**config.mk**
```make
export PLATFORM = sky130hd
export DESIGN_NAME = mux_round_robin_arbiter
export DESIGN_NICKNAME = d
export VERILOG_FILES = /design/src/rtl/mux_round_robin_arbiter.sv
export SDC_FILE = /design/constraint.sdc
export NUM_CORES = 1
export LEC_CHECK = 0
export ABC_AREA = 1
export CAP_MARGIN = 30
export CORE_MARGIN = 4
export CORE_UTILIZATION = 45
export CTS_BUF_LIST = sky130_fd_sc_hd__clkbuf_2
export DETAILED_ROUTE_END_ITERATION = 10
export GPL_TIMING_DRIVEN = 1
export PLACE_DENSITY = 0.69
export SYNTH_ARGS = -nofsm -noshare
export SYNTH_HDL_FRONTEND = slang
export SYNTH_SLANG_ARGS = --single-unit
```
**constraint.sdc**
```tcl
create_clock -name clk -period 2.95 [get_ports clk]
set_input_delay 0.885 -clock clk [delete_from_list [all_inputs] [get_ports clk]]
set_output_delay 0.885 -clock clk [all_outputs]
set_load 0.03 [all_outputs]
```
**src/rtl/mux_round_robin_arbiter.sv**
```systemverilog
// Round-robin arbiter driving the select lines of a 4:1 one-bit mux, with a
// registered data/valid output and a hold limit that bounds bursts under contention.
module mux_round_robin_arbiter #(
    parameter int unsigned HOLD_MAX = 4,
    parameter int unsigned CNT_W    = 3
) (
    input  logic       clk,
    input  logic       reset,
    input  logic [3:0] req,
    input  logic [3:0] din,
    output logic [3:0] gnt,
    output logic       addr0,
    output logic       addr1,
    output logic       out,
    output logic       valid,
    output logic       busy
);

    localparam logic [0:0] IDLE  = 1'b0;
    localparam logic [0:0] GRANT = 1'b1;

    logic [0:0]       r_state;
    logic [1:0]       r_cur;
    logic [1:0]       r_ptr;
    logic [CNT_W-1:0] r_hold;
    logic [3:0]       r_gnt;
    logic             r_out;
    logic             r_valid;

    logic             w_cur_req;
    logic             w_others;
    logic             w_hold_max;
    logic             w_release;
    logic [1:0]       w_start;
    logic [1:0]       w_idx;
    logic [1:0]       w_win;
    logic             w_found;

    assign w_cur_req  = req[r_cur];
    assign w_others   = |(req & ~(4'b0001 << r_cur));
    assign w_hold_max = (r_hold == CNT_W'(HOLD_MAX));
    assign w_release  = (r_state == GRANT) && (!w_cur_req || (w_hold_max && w_others));
    // On release the search starts just past the grantee, so it is considered last.
    assign w_start    = (r_state == GRANT) ? r_cur + 2'd1 : r_ptr;

    always_comb begin
        w_found = 1'b0;
        w_win   = w_start;
        w_idx   = w_start;
        for (int unsigned k = 0; k < 4; k++) begin
            w_idx = w_start + 2'(k);
            if (!w_found && req[w_idx]) begin
                w_found = 1'b1;
                w_win   = w_idx;
            end
        end
    end

    always_ff @(posedge clk) begin
        if (reset) begin
            r_state <= IDLE;
            r_cur   <= '0;
            r_ptr   <= '0;
            r_hold  <= '0;
            r_gnt   <= '0;
            r_out   <= 1'b0;
            r_valid <= 1'b0;
        end else begin
            case (r_state)
                IDLE: begin
                    if (w_found) begin
                        r_state <= GRANT;
                        r_cur   <= w_win;
                        r_gnt   <= 4'b0001 << w_win;
                        r_hold  <= CNT_W'(1);
                    end
                end
                default: begin
                    if (w_release) begin
                        r_ptr <= r_cur + 2'd1;
                        if (w_found) begin
                            r_cur  <= w_win;
                            r_gnt  <= 4'b0001 << w_win;
                            r_hold <= CNT_W'(1);
                        end else begin
                            r_state <= IDLE;
                            r_gnt   <= '0;
                        end
                    end else if (!w_hold_max) begin
                        r_hold <= r_hold + CNT_W'(1);
                    end
                end
            endcase

            if ((r_state == GRANT) && w_cur_req) begin
                r_out   <= din[r_cur];
                r_valid <= 1'b1;
            end else begin
                r_valid <= 1'b0;
            end
        end
    end

    assign gnt   = r_gnt;
    assign addr1 = r_cur[1];
    assign addr0 = r_cur[0];
    assign out   = r_out;
    assign valid = r_valid;
    assign busy  = |r_gnt;

endmodule

```
==> results of run 1 <==
==> per-stage QoR <==
step / instances / worst slack [ns]
after global routing: 228 / 0.1595
after detailed placement: 224 / 0.2383
after floorplan: 178 / 0.5652
final: 228 / 0.3385
after CTS: 228 / 0.3209
after global placement: 224 / 0.3003
==> worst reg2reg max path, cell delays in order, from the launching register on <==
cell     delay (ns)
dfxtp_1        0.57
inv_2          0.14
ha_1           0.35
inv_1          0.08
nand2_1        0.05
nand2_1        0.20
nand2_1        0.10
nand2_2        0.13
nand2_2        0.08
nand2_4        0.10
nor2_8         0.04
nand2_2        0.07
nor2_4         0.05
nor2_8         0.14
inv_4          0.06
nor2_2         0.12
nand2_1        0.08
a21oi_2        0.11
==> per-layer routing <==
metal  routed length (um)  vias up  global-route usage, %  share of wire, %
met2                 1341       22                  27.44                50
met1                 1201      518                  21.36                45
met5                    0        -                      0                 0
met4                   57        0                  6.796               2.1
met3                   61        6                  2.193               2.3
li1                     -      620                      -                 -
==> worst max path at each step <==
stage	from	to	slack [ns]
finish	gnt[3]	busy	0.34
floorplan	r_cur[0]	gnt[0]	0.57
global route	r_cur[0]	gnt[0]	0.16
global placement	req[0]	gnt[0]	0.30
CTS	gnt[3]	busy	0.32
detailed placement	req[0]	gnt[0]	0.24
==> cell type report <==
type | instances | area [sq um] | area share, %
timing repair buffer | 18 | 180.2 | 13.00
inverter | 20 | 77.57 | 5.596
tap | 30 | 37.54 | 2.708
clock inverter | 1 | 3.754 | 0.2708
sequential | 14 | 280.3 | 20.22
clock buffer | 3 | 15.01 | 1.083
multi-input combinational | 142 | 792.0 | 57.13
==> cells by family (layout without fill, tap and decap cells) <==
kind of cell | count (synthesis) | after routing | share of synthesized area, %
AND/OR/NAND/NOR | 107 | 107 | 45.76
AO/OA/AOI/OAI | 28 | 28 | 15.04
buffers and inverters | 22 | 42 | 7.949
flip-flops | 14 | 14 | 24.06
adder cells (fa/ha/maj) | 6 | 6 | 6.445
XOR/XNOR | 1 | 1 | 0.7520
==> layout by cell type, fill, tap and decap left out, types with 3 or more instances in the layout <==
master / n
nand4_1: 4
nand2_2: 9
nand3_1: 18
a21oi_1: 8
a21oi_2: 3
dfxtp_1: 14
nor2_1: 8
nand2_1: 59
inv_2: 3
clkdlybuf4s50_1: 18
o22ai_1: 3
inv_1: 16
nand2_4: 3
clkbuf_2: 3
o21ai_0: 11
ha_1: 6
==> sequential cells by signal, indices dropped and copies added (netlist names) <==
signal,count
gnt,4
r_hold,3
r_cur,2
r_ptr,2
out,1
r_state,1
valid,1
==> cell usage after synthesis (all sizes together) <==
library cell / instances
or4: 1
xor2: 1
dfxtp: 14
a211oi: 1
buf: 2
nand2: 71
nand3: 18
inv: 20
ha: 6
a21oi: 11
o22ai: 3
a31oi: 1
o21ai: 12
nor2: 13
nand4: 4
==> power by group <==
group | switching (mW) | total (mW) | internal [mW]
Combinational | 0.958 | 1.45 | 0.495
Sequential | 0.0628 | 0.316 | 0.253
Clock | 0.0615 | 0.0910 | 0.0295
==> metrics, run 1 <==
status=complete, no violations; Total GRT Usage=16.51%; vias per std cell=5.114; top cell type's share of synthesized area=24.06%; DR pass1 iterations=4; end of the worst register-to-register path=gnt[0]; maximum root-to-sink buffer count=2; routed length per instance=11.67 um; Antenna Cells=0; Fin. Hold Viols=0; Die X=58.88 um; Clock Latency Late Sink=0.27 ns; Worst Setup Start Kind=register; Mapped Area=0.001165 sq mm; cell area after layout=0.001386 sq mm; fmax=382.9 MHz; Max Transition Viols Final=0; post_cts resized=0; yosys warns=0; hold buffers post-CTS=0; CP Data Arrival Time=1.73 ns; drc violations=0; Max FO, Critical Path=3; CTS sink count=14; crit end category=output pin; Finished Core Util=55.96%; nets@finish=215; # rows=18; Hold Path Sink=gnt[3]; Reg-to-Reg Start=r_cur[0]; CP bufs+invs=1; min-delay worst type=register to register; Final period util=88.52%; post-synthesis net count=194; # IOs=19; worst reg-to-reg path cell count=17; Power Total=1.860 mW; Pwr Density=1342 mW/mm^2; Detailed Place HPWL=2186 um; post-route ant nets=0; slowest stage cell, crit path=clkdlybuf4s50_1; Placed Area=0.001368 sq mm; Area Overhead vs Synth=19.01%; Core Area=0.002477 sq mm; Min-Delay Path Depth=2; Hold Path Origin=gnt[3]; root buf cell=clkbuf_2; port bufs=18; CTS tree=done; Clock Skews=0.004920 ns; max-cap viol count=0; r2r setup slk=0.41 ns; height of the die=58.88 um; CP delay by family, top=buffers and inverters; first-pass GRT wire length=4519 um; maximum vdd drop=0.0007525 V; Synth cell types=25; largest net degree at the start of global routing=14; top post-synthesis cells by area=dfxtp_1 24%, nand2_1 19%, nand3_1 7.7%, ha_1 6.4%, inv_1 5.2%; RSZ-0062 raised after global routing=no; H-tree depth=1; layout cells sized above 1=14.65%; Seq cells post-synth=14; total CTS buffers=3; post-CTS setup buffer count=0; Fillers=249; Worst Path Required=2.07 ns; Initial DRC Count=55; routability cong.=0.8495; final setup fails=0; sequential area share after synthesis=24.06%; largest area contributor in the netlist=dfxtp_1; antenna violations before repair=0; gr ovfl total=0; Synth Area per Inst=6.544 sq um; critical path type=register to output pin; WL final=2661 um; DR vias=1166; Slew headroom=71.27%; clock-pin transition on the worst setup and hold timing paths=0.13 ns; WP depth=2; Starting Density=47.02%; max incr delay on CP=0.60 ns; Leakage Power=0.6629 nW; Worst Hold Slack=0.4967 ns; vias in the first global route=1035; Worst Max-Slew Pin Slew=0.4295 ns; minimum clock period=2.611 ns; Cells after Synth=178; die area=0.003467 sq mm; worst path cell trace=or4_1 -> clkdlybuf4s50_1; total negative slack=0 ns
Note: power is estimated with default switching activity, not from simulation.
==> inputs of run 2 (changes only) <==
Settings changed: RECOVER_POWER set to 50.
==> run 2 against run 1 <==
Against the previous run: clock power down 0.4%; first-iteration DRC count is the same; sequential share of layout area is the same; total power fell by 0.46%; register-to-register slack barely moved; utilization unchanged; sequential power barely moved; maximum frequency rose by 0.18%; die area did not move; critical path type unchanged; critical endpoint unchanged; largest power group unchanged; highest routed layer unchanged.
==> metrics, run 2 (synthesis results as in run 1) <==
top layer in use=met4; antenna violations before repair=0; height of the die=58.88 um; status=complete, no violations; Initial DRC Count=55; Max Transition Viols Final=0; Reg-to-Reg Start=r_cur[0]; clock-pin transition on the worst setup and hold timing paths=0.13 ns; WL final=2653 um; Power Total=1.851 mW; total CTS buffers=3; Final period util=88.37%; Pwr Density=1335 mW/mm^2; Area Overhead vs Synth=19.01%; end of the worst register-to-register path=gnt[0]; port bufs=18; layout cells sized above 1=14.65%; vias per std cell=5.110; Leakage Power=0.6804 nW; critical path type=register to output pin; RSZ-0062 raised after global routing=no; routability cong.=0.8495; Max FO, Critical Path=3; gr ovfl total=0; hold buffers post-CTS=0; most frequent cells in the layout=59 x nand2_1, 18 x nand3_1, 16 x inv_1, 14 x dfxtp_1; max incr delay on CP=0.60 ns; # rows=18; Total GRT Usage=16.51%; vias in the first global route=1035; metal2 WL=1341 um; drc violations=0; # IOs=19; Clock Latency Late Sink=0.27 ns; Core Area=0.002477 sq mm; Fin. Hold Viols=0; largest net degree at the start of global routing=14; Starting Density=47.02%; CP bufs+invs=1; M1 wire length=1197 um; first-pass GRT wire length=4519 um; Slew headroom=71.32%; cell area after layout=0.001386 sq mm; maximum root-to-sink buffer count=2; min-delay worst type=register to register; H-tree depth=1; Worst Max-Slew Pin Slew=0.4289 ns; fmax=383.6 MHz; Placed Area=0.001368 sq mm; CP Data Arrival Time=1.72 ns; CTS sink count=14; Die X=58.88 um; slowest stage cell, crit path=clkdlybuf4s50_1; DR pass1 iterations=4; Min-Delay Path Depth=2; WL met3=56 um; post_cts resized=0; r2r setup slk=0.41 ns; max-cap viol count=0; Antenna Cells=0; worst reg-to-reg path cell count=17; Worst Setup Start Kind=register; minimum clock period=2.607 ns; setup ws final=0.3431 ns; routed length per instance=11.64 um; post-CTS setup buffer count=0; worst path cell trace=or4_1 -> clkdlybuf4s50_1; Clock Skews=0.006162 ns; CTS tree=done; DR vias=1165; CP delay by family, top=buffers and inverters; total negative slack=0 ns; maximum vdd drop=0.0007520 V; Worst Path Required=2.07 ns; post-route ant nets=0; max FFs per register=4; Hold Path Origin=gnt[3]; final setup fails=0; root buf cell=clkbuf_2; Hold Path Sink=gnt[3]; die area=0.003467 sq mm; crit end category=output pin; Detailed Place HPWL=2186 um; pre-CTS WS=0.2383 ns; nets@finish=215; most common cell after layout, fill and taps aside=nand2_1
==> run 2: worst max path at each step <==
stage | startpoint | endpoint | cells after the start
3_5_place_dp | req[0] | gnt[0] | 11
5_1_grt | r_cur[0] | gnt[0] | 17
2_1_floorplan | r_cur[0] | gnt[0] | 17
4_1_cts | gnt[3] | busy | 2
3_3_place_gp | req[0] | gnt[0] | 11
6_report | gnt[3] | busy | 2
==> run 2: power by group <==
part | internal (mW) | leakage [nW] | switching [mW]
sequential | 0.253 | 0.115 | 0.0615
clock | 0.0295 | 0.0140 | 0.0611
combinational | 0.488 | 0.551 | 0.958
total | 0.771 | 0.680 | 1.08
==> run 2: layer usage <==
layer | vias up | global-route usage [%]
met1 | 517 | 21.36
met2 | 22 | 27.44
li1 | 620 | -
met5 | - | 0
met4 | 0 | 6.796
met3 | 6 | 2.193
==> run 2: area by class of cell <==
cell class	count	area [sq um]
Fill cell	249	1091
Inverter	20	77.57
Clock inverter	1	3.754
Timing Repair Buffer	18	180.2
Tap cell	30	37.54
Clock buffer	3	15.01
Multi-Input combinational cell	142	792.0
Sequential cell	14	280.3
==> run 2: worst reg2reg max path, cell delays in order (launching register included) <==
cell and delay (ns):
dfxtp_1 0.57, inv_2 0.14, ha_1 0.35, inv_1 0.08, nand2_1 0.05, nand2_1 0.20, nand2_1 0.10, nand2_2 0.13
nand2_2 0.08, nand2_4 0.10, nor2_8 0.04, nand2_2 0.07, nor2_4 0.05, nor2_8 0.14, inv_4 0.06, nor2_2 0.12
nand2_1 0.08, a21oi_2 0.11
==> run 2: metrics by stage <==
step | hold WS (ns) | utilization, % | std cells
floorplan | 0.4541 | - | 178
global placement | 0.4727 | 55.20 | 224
detailed placement | 0.4784 | 55.20 | 224
CTS | 0.4974 | 55.96 | 228
global route | 0.5044 | 55.96 | 228
finish | 0.4931 | 55.96 | 228
==> inputs of run 3 (changes only) <==
Settings changed: CORE_UTILIZATION 45 to 50, PLACE_DENSITY 0.69 to 0.75.
Clock period 2.95 ns to 3.3 ns, I/O delays scaled along.
==> run 3 against run 2 <==
Against the previous run: die area decreased by 8.7%; global-route usage is 1.2 points higher; combinational power down 9.7%; largest power group unchanged; hold slack got worse by 0.00068 ns; clock skew is 0.0094 ns higher; routed wire length rose by 3.9%; critical endpoint unchanged; flip-flop and latch count did not move; total power fell by 9.9%; first-iteration DRC count down 51%; sequential share of layout area is essentially flat; final cell count down 0.88%; critical path depth is the same.
==> metrics, run 3 (synthesis results as in run 1) <==
status=complete, no violations; layout cells sized above 1=14.14%; max incr delay on CP=0.61 ns; clock-pin transition on the worst setup and hold timing paths=0.14 ns; Hold Path Origin=r_hold[1]; post_cts resized=0; Area Overhead vs Synth=18.80%; Worst Path Required=2.31 ns; max FFs per register=4; total negative slack=0 ns; Starting Density=52.66%; pre-CTS WS=0.5022 ns; worst path cell trace=or4_1 -> clkdlybuf4s50_1; Worst Max-Slew Pin Slew=0.4363 ns; RSZ-0062 raised after global routing=no; port bufs=18; critical path type=register to output pin; Antenna Cells=0; maximum vdd drop=0.0006857 V; Detailed Place HPWL=2206 um; root buf cell=clkbuf_2; Fin. Hold Viols=0; antenna violations before repair=0; post-CTS setup buffer count=0; minimum clock period=2.754 ns; WP depth=2; Register Area=280.3 sq um; WL final=2757 um; Power Total=1.669 mW; DR pass1 iterations=4; max-cap viol count=0; vias in the first global route=1074; # rows=17; CTS sink count=14; gr ovfl total=0; fmax=363.1 MHz; post-route ant nets=0; Min-Delay Path Depth=2; DR vias=1188; routed length per instance=12.20 um; setup ws final=0.5459 ns; min-delay worst type=register to register; maximum root-to-sink buffer count=2; multi-input logic area=792.0 sq um; largest net degree at the start of global routing=14; drc violations=0; slowest stage cell, crit path=clkdlybuf4s50_1; nets@finish=215; crit end category=output pin; final setup fails=0; Pwr Density=1206 mW/mm^2; worst reg-to-reg path cell count=17; Max FO, Critical Path=3; Final period util=83.46%; Reg-to-Reg Start=r_cur[0]; most frequent cells in the layout=59 x nand2_1, 18 x nand3_1, 17 x inv_1, 14 x dfxtp_1; Initial DRC Count=27; Slew headroom=70.82%; Clock Latency Late Sink=0.29 ns; hold buffers post-CTS=0; CTS tree=done; most common cell after layout, fill and taps aside=nand2_1; vias per std cell=5.257; Total GRT Usage=17.72%; H-tree depth=1; Core Area=0.002212 sq mm; cell area after layout=0.001384 sq mm; Fillers=234; Die X=56.27 um; # IOs=19; Max Transition Viols Final=0; Placed Area=0.001365 sq mm; total CTS buffers=3; CP Data Arrival Time=1.76 ns; Worst Setup Start Kind=register; routability cong.=0.8269; die area=0.003166 sq mm; Clock Skews=0.01556 ns; Hold Path Sink=r_hold[1]; first-pass GRT wire length=4574 um; r2r setup slk=0.71 ns; Leakage Power=0.6807 nW; CP delay by family, top=buffers and inverters; end of the worst register-to-register path=gnt[0]; CP bufs+invs=1; height of the die=56.27 um
-- run 3: cell counts in the layout (fill, tap and decap cells not counted) --
No cell type changed its count.
-- run 3: final cells by class --
| cell class | instances | share of cell area, % |
|---|---|---|
| clock buffer | 3 | 1.085 |
| multi-input combinational | 142 | 57.23 |
| tap | 28 | 2.532 |
| timing repair buffer | 18 | 13.02 |
| inverter | 20 | 5.606 |
| sequential | 14 | 20.25 |
| clock inverter | 1 | 0.2712 |
-- run 3: worst register-to-register path, stage by stage (launching register included) --
cell     delay (ns)
dfxtp_1        0.54
inv_1          0.22
ha_1           0.37
inv_1          0.08
nand2_1        0.05
nand2_1        0.19
nand2_1        0.10
nand2_2        0.13
nand2_2        0.08
nand2_4        0.10
nor2_8         0.04
nand2_2        0.07
nor2_4         0.05
nor2_8         0.14
inv_4          0.07
nor2_2         0.12
nand2_1        0.08
a21oi_2        0.10
-- run 3: routing by layer --
layer | vias to the layer above | track usage [%] | share of wire [%] | routed length (um)
met5 | - | 0 | 0 | 0
met4 | 0 | 7.458 | 1.5 | 40
met3 | 7 | 1.379 | 1.6 | 45
met2 | 21 | 32.39 | 50 | 1380
met1 | 539 | 20.97 | 47 | 1291
li1 | 621 | - | - | -
-- run 3: how the worst max path moves through the flow --
| stage | start | to | slack, ns |
|---|---|---|---|
| 2_1_floorplan | r_cur[0] | gnt[0] | 0.92 |
| 3_3_place_gp | req[0] | r_cur[0] | 0.53 |
| 3_5_place_dp | req[0] | gnt[0] | 0.50 |
| 4_1_cts | gnt[3] | busy | 0.54 |
| 5_1_grt | r_cur[0] | gnt[0] | 0.41 |
| 6_report | gnt[3] | busy | 0.55 |
-- run 3: through the flow --
| step | cells | util [%] | hold slack, ns |
|---|---|---|---|
| floorplan | 178 | - | 0.4541 |
| global placement | 222 | 61.71 | 0.4715 |
| detailed placement | 222 | 61.71 | 0.4757 |
| CTS | 226 | 62.56 | 0.4943 |
| global route | 226 | 62.56 | 0.5218 |
| finish | 226 | 62.56 | 0.4924 |
-- run 3: power breakdown --
group          switching (mW)  internal, mW
clock                  0.0563        0.0263
combinational           0.871         0.436
sequential             0.0533         0.226
